==> src/rtl/fpu_seq_ctrl.sv <==
// -----------------------------------------------------------------------------
// fpu_seq_ctrl
//
// Issue/completion sequencer between the EX stage and the pipelined FP units.
// One FP op is accepted at a time. Its latency is counted down. The selected
// unit result is then captured into fpuResult and announced with a one-cycle
// result_valid pulse. While an op is in flight, fpu_inprogress stalls the core.
//
// Optional feature macro: FPU_FFLAGS_EN
//   defined   : sticky exception flags {NV,DZ,OF,UF,NX} are accumulated at
//               every capture and zeroed by fflags_clr.
//   undefined : fflags is tied to 0; the *_exc inputs and fflags_clr are
//               ignored.
//
// Ports
//   clock          in   system clock, rising edge
//   clear          in   asynchronous active-low reset
//   fpu_sel        in   issue request for the op in EX
//   fpuOp          in   op code (0 add,1 sub,2 mul,3 div,4 sgnj,5 min/max,
//                       6 sqrt,7 cmp,8 cvt.w.s,9 cvt.s.w)
//   func3          in   sub-op select
//   flush          in   abort the op in flight
//   dataA, dataB   in   operands, held stable by the core during the stall
//   *_res          in   unit results
//   feq, flt, fle  in   compare unit flags
//   add_exc        in   {nan,ovf,unf}
//   mul_exc        in   {nan,ovf,unf}
//   div_exc        in   {dz,nan,ovf,unf}
//   sqrt_exc       in   {nan,ovf}
//   fflags_clr     in   clear sticky flags
//   fpuResult      out  registered result
//   result_valid   out  one-cycle completion pulse
//   fpu_inprogress out  stall request to the core
//   fflags         out  {NV,DZ,OF,UF,NX}, sticky
// -----------------------------------------------------------------------------
module fpu_seq_ctrl #(
  parameter int WIDTH    = 32,
  parameter int LAT_ADD  = 7,
  parameter int LAT_MUL  = 5,
  parameter int LAT_DIV  = 6,
  parameter int LAT_SQRT = 16,
  parameter int LAT_CMP  = 1,
  parameter int LAT_CVT  = 6,
  parameter int CNT_W    = 5   // every LAT_* must fit in CNT_W bits
) (
  input  logic             clock,
  input  logic             clear,
  input  logic             fpu_sel,
  input  logic [3:0]       fpuOp,
  input  logic [2:0]       func3,
  input  logic             flush,
  input  logic [WIDTH-1:0] dataA,
  input  logic [WIDTH-1:0] dataB,
  input  logic [WIDTH-1:0] add_res,
  input  logic [WIDTH-1:0] mul_res,
  input  logic [WIDTH-1:0] div_res,
  input  logic [WIDTH-1:0] sqrt_res,
  input  logic [WIDTH-1:0] cvt_ws_res,
  input  logic [WIDTH-1:0] cvt_sw_res,
  input  logic             feq,
  input  logic             flt,
  input  logic             fle,
  input  logic [2:0]       add_exc,
  input  logic [2:0]       mul_exc,
  input  logic [3:0]       div_exc,
  input  logic [1:0]       sqrt_exc,
  input  logic             fflags_clr,
  output logic [WIDTH-1:0] fpuResult,
  output logic             result_valid,
  output logic             fpu_inprogress,
  output logic [4:0]       fflags
);

  localparam logic [3:0] OP_ADD    = 4'd0;
  localparam logic [3:0] OP_SUB    = 4'd1;
  localparam logic [3:0] OP_MUL    = 4'd2;
  localparam logic [3:0] OP_DIV    = 4'd3;
  localparam logic [3:0] OP_SGNJ   = 4'd4;
  localparam logic [3:0] OP_MINMAX = 4'd5;
  localparam logic [3:0] OP_SQRT   = 4'd6;
  localparam logic [3:0] OP_CMP    = 4'd7;
  localparam logic [3:0] OP_CVTWS  = 4'd8;
  localparam logic [3:0] OP_CVTSW  = 4'd9;

  typedef enum logic [1:0] {
    IDLE = 2'd0,
    WAIT = 2'd1,
    DONE = 2'd2
  } state_t;

  state_t           state_q, state_d;
  logic [CNT_W-1:0] cnt_q, cnt_d;
  logic [3:0]       op_q, op_d;
  logic [2:0]       f3_q, f3_d;
  logic [WIDTH-1:0] res_q, res_d;

  logic             capture;
  logic [3:0]       cap_op;
  logic [2:0]       cap_f3;
  logic [CNT_W-1:0] issue_lat;
  logic             inprog;

  // Latency in cycles from the issue cycle to the capture edge. sgnj and
  // unknown op codes complete without waiting.
  function automatic logic [CNT_W-1:0] op_latency(input logic [3:0] op);
    logic [CNT_W-1:0] l;
    l = '0;
    case (op)
      OP_ADD, OP_SUB:     l = CNT_W'(LAT_ADD);
      OP_MUL:             l = CNT_W'(LAT_MUL);
      OP_DIV:             l = CNT_W'(LAT_DIV);
      OP_SQRT:            l = CNT_W'(LAT_SQRT);
      OP_MINMAX, OP_CMP:  l = CNT_W'(LAT_CMP);
      OP_CVTWS, OP_CVTSW: l = CNT_W'(LAT_CVT);
      default:            l = '0;
    endcase
    return l;
  endfunction

  // Value written into fpuResult when an op completes.
  function automatic logic [WIDTH-1:0] select_result(input logic [3:0] op,
                                                     input logic [2:0] f3);
    logic [WIDTH-1:0] r;
    r = '0;
    case (op)
      OP_ADD, OP_SUB: r = add_res;
      OP_MUL:         r = mul_res;
      OP_DIV:         r = div_res;
      OP_SQRT:        r = sqrt_res;
      OP_SGNJ: begin
        case (f3[1:0])
          2'b00:   r = {dataB[WIDTH-1], dataA[WIDTH-2:0]};
          2'b01:   r = {~dataB[WIDTH-1], dataA[WIDTH-2:0]};
          2'b10:   r = {dataA[WIDTH-1] ^ dataB[WIDTH-1], dataA[WIDTH-2:0]};
          default: r = '0;
        endcase
      end
      // min picks A when A<=B; max (func3[0]=1) inverts that choice.
      OP_MINMAX: r = (fle ^ f3[0]) ? dataA : dataB;
      OP_CMP: begin
        case (f3[1:0])
          2'b00:   r = {{(WIDTH-1){1'b0}}, fle};
          2'b01:   r = {{(WIDTH-1){1'b0}}, flt};
          2'b10:   r = {{(WIDTH-1){1'b0}}, feq};
          default: r = '0;
        endcase
      end
      OP_CVTWS: r = cvt_ws_res;
      OP_CVTSW: r = cvt_sw_res;
      default:  r = '0;
    endcase
    return r;
  endfunction

  assign issue_lat = op_latency(fpuOp);

  always_comb begin
    state_d = state_q;
    cnt_d   = cnt_q;
    op_d    = op_q;
    f3_d    = f3_q;
    res_d   = res_q;
    capture = 1'b0;
    cap_op  = op_q;
    cap_f3  = f3_q;
    inprog  = 1'b0;

    case (state_q)
      IDLE: begin
        // A simultaneous flush suppresses the issue entirely.
        if (fpu_sel && !flush) begin
          inprog = 1'b1;
          op_d   = fpuOp;
          f3_d   = func3;
          if (issue_lat == '0) begin
            // Zero-latency ops capture at the end of the issue cycle, using
            // the live op code because op_q is not loaded yet.
            capture = 1'b1;
            cap_op  = fpuOp;
            cap_f3  = func3;
            state_d = DONE;
          end else begin
            // The counter holds the remaining WAIT cycles after the current
            // one; capture happens in the WAIT cycle where it reads zero.
            cnt_d   = issue_lat - CNT_W'(1);
            state_d = WAIT;
          end
        end
      end
      WAIT: begin
        inprog = 1'b1;
        if (flush) begin
          cnt_d   = '0;
          state_d = IDLE;
        end else if (cnt_q == '0) begin
          capture = 1'b1;
          state_d = DONE;
        end else begin
          cnt_d = cnt_q - CNT_W'(1);
        end
      end
      DONE: begin
        // fpu_sel may still be high for the instruction just completed, so it
        // is deliberately not looked at here.
        state_d = IDLE;
      end
      default: begin
        state_d = IDLE;
      end
    endcase

    if (capture) begin
      res_d = select_result(cap_op, cap_f3);
    end
  end

  always_ff @(posedge clock or negedge clear) begin
    if (!clear) begin
      state_q <= IDLE;
      cnt_q   <= '0;
      op_q    <= '0;
      f3_q    <= '0;
      res_q   <= '0;
    end else begin
      state_q <= state_d;
      cnt_q   <= cnt_d;
      op_q    <= op_d;
      f3_q    <= f3_d;
      res_q   <= res_d;
    end
  end

  assign fpuResult      = res_q;
  assign result_valid   = (state_q == DONE);
  // The stall is combinational from fpu_sel so the core holds in the issue
  // cycle itself; it is forced low while reset is asserted.
  assign fpu_inprogress = inprog & clear;

`ifdef FPU_FFLAGS_EN
  logic [4:0] fflags_q, fflags_d;
  logic       unused_bits;

  // Map the completing unit's exception bits onto {NV,DZ,OF,UF,NX}.
  function automatic logic [4:0] unit_flags(input logic [3:0] op);
    logic [4:0] f;
    f = '0;
    case (op)
      OP_ADD, OP_SUB: f = {add_exc[2], 1'b0, add_exc[1], add_exc[0], 1'b0};
      OP_MUL:         f = {mul_exc[2], 1'b0, mul_exc[1], mul_exc[0], 1'b0};
      OP_DIV:         f = {div_exc[2], div_exc[3], div_exc[1], div_exc[0], 1'b0};
      OP_SQRT:        f = {sqrt_exc[1], 1'b0, sqrt_exc[0], 1'b0, 1'b0};
      default:        f = '0;
    endcase
    return f;
  endfunction

  // Clear first, then OR in the capture, so a same-cycle capture keeps its bits.
  always_comb begin
    fflags_d = fflags_clr ? 5'b0 : fflags_q;
    if (capture) begin
      fflags_d = fflags_d | unit_flags(cap_op);
    end
  end

  always_ff @(posedge clock or negedge clear) begin
    if (!clear) begin
      fflags_q <= '0;
    end else begin
      fflags_q <= fflags_d;
    end
  end

  assign fflags      = fflags_q;
  assign unused_bits = func3[2];
`else
  logic unused_bits;

  assign fflags      = 5'b0;
  assign unused_bits = ^{func3[2], add_exc, mul_exc, div_exc, sqrt_exc,
                         fflags_clr};
`endif

endmodule

==> config.mk <==
export PLATFORM = sky130hd
export DESIGN_NAME = fpu_seq_ctrl
export DESIGN_NICKNAME = d
export VERILOG_FILES = /design/src/rtl/fpu_seq_ctrl.sv
export SDC_FILE = /design/constraint.sdc
export NUM_CORES = 1
export LEC_CHECK = 0
export CORE_AREA = 2 2 126 128
export CTS_BUF_LIST = sky130_fd_sc_hd__clkbuf_16
export DETAILED_ROUTE_END_ITERATION = 10
export DIE_AREA = 0 0 128 130
export HOLD_SLACK_MARGIN = 0.15
export PLACE_DENSITY = 0.7
export SLEW_MARGIN = 15
export SYNTH_ARGS = -nofsm -noshare
export SYNTH_HDL_FRONTEND = slang
export SYNTH_SLANG_ARGS = --single-unit
==> constraint.sdc <==
create_clock -name clock -period 2.8 [get_ports clock]
set_clock_uncertainty 0.2 [all_clocks]
set_input_delay 0.56 -clock clock [delete_from_list [all_inputs] [get_ports clock]]
set_output_delay 0.56 -clock clock [all_outputs]
set_load 0.01 [all_outputs]
# Yosys cells after proc, flatten, opt, wreduce, memory -nomap -nowiden
# Memory sizes are Yosys's and may differ from the RTL's.
# Cells that the tools add are included.
dict set report op_classes {
  addsub 2
  n_eq_ne 17
  mux 27
  bitwise_logic 4
  reduce_logical 12
}
# operator n
set op_table {}
lappend op_table {{$pmux W32 S9} 1}
lappend op_table {{$pmux W32 S3} 1}
lappend op_table {{$mux W32} 1}
lappend op_table {{$mux W5} 4}
lappend op_table {{$eq A4 B3 Y1 const B} 4}
lappend op_table {{$mux W2} 7}
lappend op_table {{$mux W4} 3}
lappend op_table {{$logic_not A5 Y1} 2}
lappend op_table {{$pmux W5 S2} 1}
lappend op_table {{$sub A5 B1 Y5 const B} 2}
lappend op_table {{$eq A4 B2 Y1 const B} 2}
lappend op_table {{$eq A4 B4 Y1 const B} 2}
lappend op_table {{$ne A3 B3 Y1 const B} 2}
lappend op_table {{$mux W1} 5}
lappend op_table {{$eq A2 B1 Y1 const B} 2}
lappend op_table {{$eq A2 B2 Y1 const B} 2}
lappend op_table {{$eq A4 B1 Y1 const B} 1}
lappend op_table {{$logic_not A2 Y1} 2}
lappend op_table {{$logic_not A4 Y1} 1}
lappend op_table {{$ne A2 B2 Y1 const B} 2}
lappend op_table {{$pmux W1 S2} 2}
lappend op_table {{$pmux W2 S2} 1}
lappend op_table {{$reduce_and A2 Y1} 2}
lappend op_table {{$reduce_and A4 Y1} 1}
lappend op_table {{other kinds (8)} 9}
dict set report totals {
  regBits 45
  rom_bits 64
  inputBits 283
  output_inout_bits 39
  elab_cells 68
  memories 1
}
# name depth width rd rd_clocked_by_memory_dff write_ports line
set mem_list {}
lappend mem_list {{(no name shown)} 16 4 1 0 0 108} ;# case (op)

# Depth between registers and ports, before layout
# An unclocked memory read counts as a cell.
dict set report logic_depth {
  ltp_word 8
  ltp_mapped 13
  depth_no_buf 11
}

# Worst setup path before layout
# OpenSTA, ideal clock, no wires.
dict set report synth_path {
  path_type {input to register}
  from {input port fpuOp[2]}
  to {register res_q[13] (netlist: fpuResult[13])}
  setup_ps 142
  t_arrival_ps 2721
  required_ps 2458
  path_slack_ps -263
  cell_stages 12
  n_path_buf 2
  cell_sequence {buf_2 -> a21oi_1 -> nand2_1 -> ha_1 -> and3_4 -> a31o_4 -> nand2_2 -> buf_2 -> mux2i_1 -> a21oi_1 -> a221oi_1 -> o221ai_1}
}
dict set report synth_via {
  elab_chain_cells 8
  word_cells_on_any_way 29
  cone_classes {11 x eq/ne; 12 x mux; 1 x bitwise; 4 x reduce/logical; 1 x memory}
}
# item line
set synth_rtl {}
lappend synth_rtl {{start, declared} 49} ;# input logic [3:0] fpuOp,
lappend synth_rtl {{$mem_v2 Z16 W4} n/a}
lappend synth_rtl {{$logic_not A5 Y1} 175} ;# if (issue_lat == '0) begin
lappend synth_rtl {{$mux W2 or $mux W4 (tied branches)} 175}
lappend synth_rtl {{$mux W2 or $mux W4 (tied branches)} 171} ;# if (fpu_sel && !flush) begin
lappend synth_rtl {{$mux W2 or $mux W4 (tied branches)} 168} ;# case (state_q)
lappend synth_rtl {{$eq A2 B2 Y1, or another cell as far along} 131} ;# case (f3[1:0])
lappend synth_rtl {{$pmux W32 S3, or another cell as far along} 131}
lappend synth_rtl {{$pmux W32 S9} 125} ;# case (op)
lappend synth_rtl {{end signal, assigned} 229} ;# res_q <= res_d;
lappend synth_rtl {{end, declared} 95} ;# logic [WIDTH-1:0] res_q, res_d;
# Several ways; a longest one is shown, not always the timed one.
# A chain may end at the register's enable or synchronous reset.

# Worst setup path after layout
dict set report layout_path {
  from {input port fpuOp[0]}
  to {register res_q[3] (netlist: fpuResult[3])}
}
# The elaborated chain is that of the path after synthesis.

==> flow_summary.ini <==
[power]
pwr_density_cell_mw_per_mm2 = 575
sw_frac_of_total_pct = 39.6
switching_power_uw = 1930
leakagePower_uw = 0.00344
seq_power_share_pct = 22.0
power_frac_comb_pct = 63.7
share_clk_of_total_power_pct = 14.4
internal_power_uw = 2940
peakVddDrop_mv = 0.304

[yosys]
synth-edff-count = 0
seq_area_frac_synth_pct = 25.6
yosysWarnings = 0
synthTopCellsByArea = sky130_fd_sc_hd__dfrtp_1 26%, sky130_fd_sc_hd__mux2i_1 8.6%, sky130_fd_sc_hd__a221oi_1 8.5%, sky130_fd_sc_hd__nand2_1 7.6%, sky130_fd_sc_hd__a21oi_1 6.4%
ys_types = 50
synthesis.area_mm2 = 0.00441
synth_top_cell_area_share_pct = 25.6
synth.ff_latch_count = 45
commonest_cells_in_the_netlist = 89 x sky130_fd_sc_hd__nand2_1, 56 x sky130_fd_sc_hd__a21oi_1, 45 x sky130_fd_sc_hd__dfrtp_1
ys_dominant_reg_cell = sky130_fd_sc_hd__dfrtp_1
ys_async_sr_fraction_pct = 100
mean_instance_size_in_the_synthesized_netlist_um2 = 7.70
yosysTopAreaCell = sky130_fd_sc_hd__dfrtp_1
synthCells = 572
synth.most_common_cell = sky130_fd_sc_hd__nand2_1

[sta]
hold_viol = 0
finalSetupViolCount = 0
final_max_slew_viol_count = 0
worst-slew-pin-transition_ns = 0.961
whs_ns = 0.210
fmaxAchievable_mhz = 363
slew_headroom_pct = 35.7
layout_min_cycle_time_ns = 2.76
finalCritPeriodShare_pct = 98.5
setup_total_negative_slack_ns = 0
unrepaired_setup_endpoints_after_global_routing = true
fin_ws_ns = 0.0428

[drt]
route.detailed.vias_per_inst = 5.39
vias = 5890
drt_first_iter_violations = 438
post_drt_antenna_nets = 0
wirelength_um = 22500
routed_wire_length_per_instance_um = 20.6
firstDrtPassIters = 5
remaining_drc_errors = 0

[critical_path]
worst_setup_path_start_kind = input port
reg2reg_setup_slack_ns = 0.33
required_ns = 2.77
kind_of_cell_with_the_highest_combined_delay_on_the_critical_path = buffers and inverters
cp-end-kind = flop
cp_common_cell = sky130_fd_sc_hd__nand2_4
cp_num_buf_inv = 4
worstReg2RegEnd = fpuResult[22]
crit_slowest_cell = sky130_fd_sc_hd__mux2i_4
r2r_cells = 9
worstSetupPathType = input port to flop
cp_cell_sequence = buf_8 -> buf_4 -> nand2_4 -> o21ai_4 -> ha_2 -> and3_4 -> a31o_4 -> nand2_4 -> mux2i_4 -> xnor2_4 -> buf_6 -> buf_12 -> mux2i_2 -> o221ai_1
cp_data_arrival_time_ns = 2.73
crit_path_max_fanout = 5
reg2reg_from = cnt_q[0]
max_stage_delay_ns = 0.30

[floorplan]
die_h_um = 130
initial_utilization_pct = 28.6
floorplan.die_area_mm2 = 0.0166
core_region_area_mm2 = 0.0154
placementRows = 46
ios = 322
die_w_um = 128

[global_route]
grt_max_degree = 46
gr-usage-met3_pct = 6.93
met2_track_utilization_from_global_routing_pct = 45.1
vias_in_the_first_global_route = 5784
grt-ovfl-total = 0
grt_util_met1_pct = 31.6
grt.total_usage_pct = 25.9
grt_first_pass_wirelength_um = 32800
grt_antenna_before_repair = 3
globalRoute.busiestLayer = met2

[place]
preCtsSetupSlack_ns = -0.688
gp_congestion = 0.901
port_buffers = 302
detailed_place_hpwl_um = 17500

[finish]
final_core_utilization_pct = 54.9
nNetsFinal = 1184
area_growth_syn_to_layout_pct = 92.2
drive_above_1_share_pct = 14.2

[clock_network]
worstSkewPairLatency_ns = 0.30
tritoncts_clock_tree = built
tritoncts.num_buffers = 5
htree_levels = 2
clkTransAtPathRegs_ns = 0.07
clk_path_buf_depth = 2
clock_tree.root_cell = sky130_fd_sc_hd__clkbuf_16
clock_sink_total = 45

[run_status]
outcome = finished clean

[worst_hold_path]
min-delay-path-class = input port to async pin

[run]
timing.max_cap.violations = 0
## metrics by stage
step           total power (uW)  cell area (um2)  std cells
6_report                   4870             8470       1092
5_1_grt                    5190             8470       1091
4_1_cts                    4770             8250       1088
3_5_place_dp               3950             7980       1072
3_3_place_gp               3920             7980       1072
2_1_floorplan              2570             4470        576
## worst max path at each step
stage / startpoint / to / slack [ns] / cells after the start
2_1_floorplan: fpuOp[2] / fpuResult[24] / -0.07 / 12
3_3_place_gp: fpuOp[2] / fpuResult[18] / -0.62 / 12
3_5_place_dp: fpuOp[1] / fpuResult[23] / -0.69 / 12
4_1_cts: fpuOp[0] / fpuResult[13] / 0.006 / 15
5_1_grt: fpuOp[1] / fpuResult[23] / -0.03 / 13
6_report: fpuOp[0] / fpuResult[3] / 0.04 / 14
## sequential cells by signal (all words and copies together) (netlist names)
signal     cells
cnt_q          5
state_q        2
op_q           4
fpuResult     32
f3_q           2
## power groups by stage
stage	sequential (uW)	clock, uW	combinational [uW]
6_report	1070	701	3100
5_1_grt	1100	735	3360
4_1_cts	1070	718	2990
3_5_place_dp	1070	0	2880
3_3_place_gp	1070	0	2860
2_1_floorplan	1100	0	1460
## timing repair
action | in CTS | in global routing
pin swaps | 4 | 9
resized for setup | 23 | 46
hold buffers | 0 | 0
setup endpoints to repair | 36 | 32
cloned | 2 | 0
buffers inserted | 6 | 2
## area by class of cell
class | count | area (um2)
Tap cell | 192 | 240
Timing Repair Buffer | 372 | 3680
Clock buffer | 5 | 125
Antenna cell | 1 | 2.50
Sequential cell | 45 | 1130
Inverter | 23 | 91.3
Clock inverter | 3 | 41.3
Multi-Input combinational cell | 451 | 3160
Fill cell | 1431 | 6950
## layout by cell type (no fill, tap or decap), types with 3 or more instances in the layout
cell type,n
sky130_fd_sc_hd__a21oi_1,53
sky130_fd_sc_hd__a221oi_1,26
sky130_fd_sc_hd__a221oi_2,17
sky130_fd_sc_hd__a22o_1,22
sky130_fd_sc_hd__a22oi_1,26
sky130_fd_sc_hd__a31oi_1,3
sky130_fd_sc_hd__and3_1,4
sky130_fd_sc_hd__buf_12,6
sky130_fd_sc_hd__buf_4,57
sky130_fd_sc_hd__buf_6,7
sky130_fd_sc_hd__clkbuf_16,5
sky130_fd_sc_hd__clkdlybuf4s50_1,297
sky130_fd_sc_hd__conb_1,5
sky130_fd_sc_hd__dfrtp_1,45
sky130_fd_sc_hd__inv_1,22
sky130_fd_sc_hd__mux2i_1,33
sky130_fd_sc_hd__mux2i_2,5
sky130_fd_sc_hd__nand2_1,88
sky130_fd_sc_hd__nand2b_1,10
sky130_fd_sc_hd__nand3_1,7
sky130_fd_sc_hd__nor2_1,27
sky130_fd_sc_hd__nor2b_1,6
sky130_fd_sc_hd__nor3_1,5
sky130_fd_sc_hd__o21ai_0,36
sky130_fd_sc_hd__o221ai_1,29
sky130_fd_sc_hd__o22ai_1,4
## kinds of logic after synthesis
group | share of synthesized area [%]
other cells | 0.0851
mux | 9.14
buf+inv | 8.32
compound gates | 38.3
flops | 25.6
xor+xnor | 1.22
simple gates | 16.6
fa+ha+maj | 0.852
## routing by layer
metal | share of wire (%) | vias to the layer above | wire (um)
met5 | 0.12 | - | 28
met2 | 48 | 277 | 10900
met1 | 40 | 2751 | 9020
met3 | 8.8 | 32 | 1980
li1 | - | 2826 | -
met4 | 2.6 | 4 | 585
## worst register-to-register path, delay by kind of cell, from the launching register on
family	cells	cell delay [ns]
AOI/OAI and AO/OA	2	0.46
adders and majority gates	1	0.16
buffers and inverters	2	0.27
DFF	1	0.39
and+or+nand+nor	4	0.91
(Power assumes the default switching activity.)
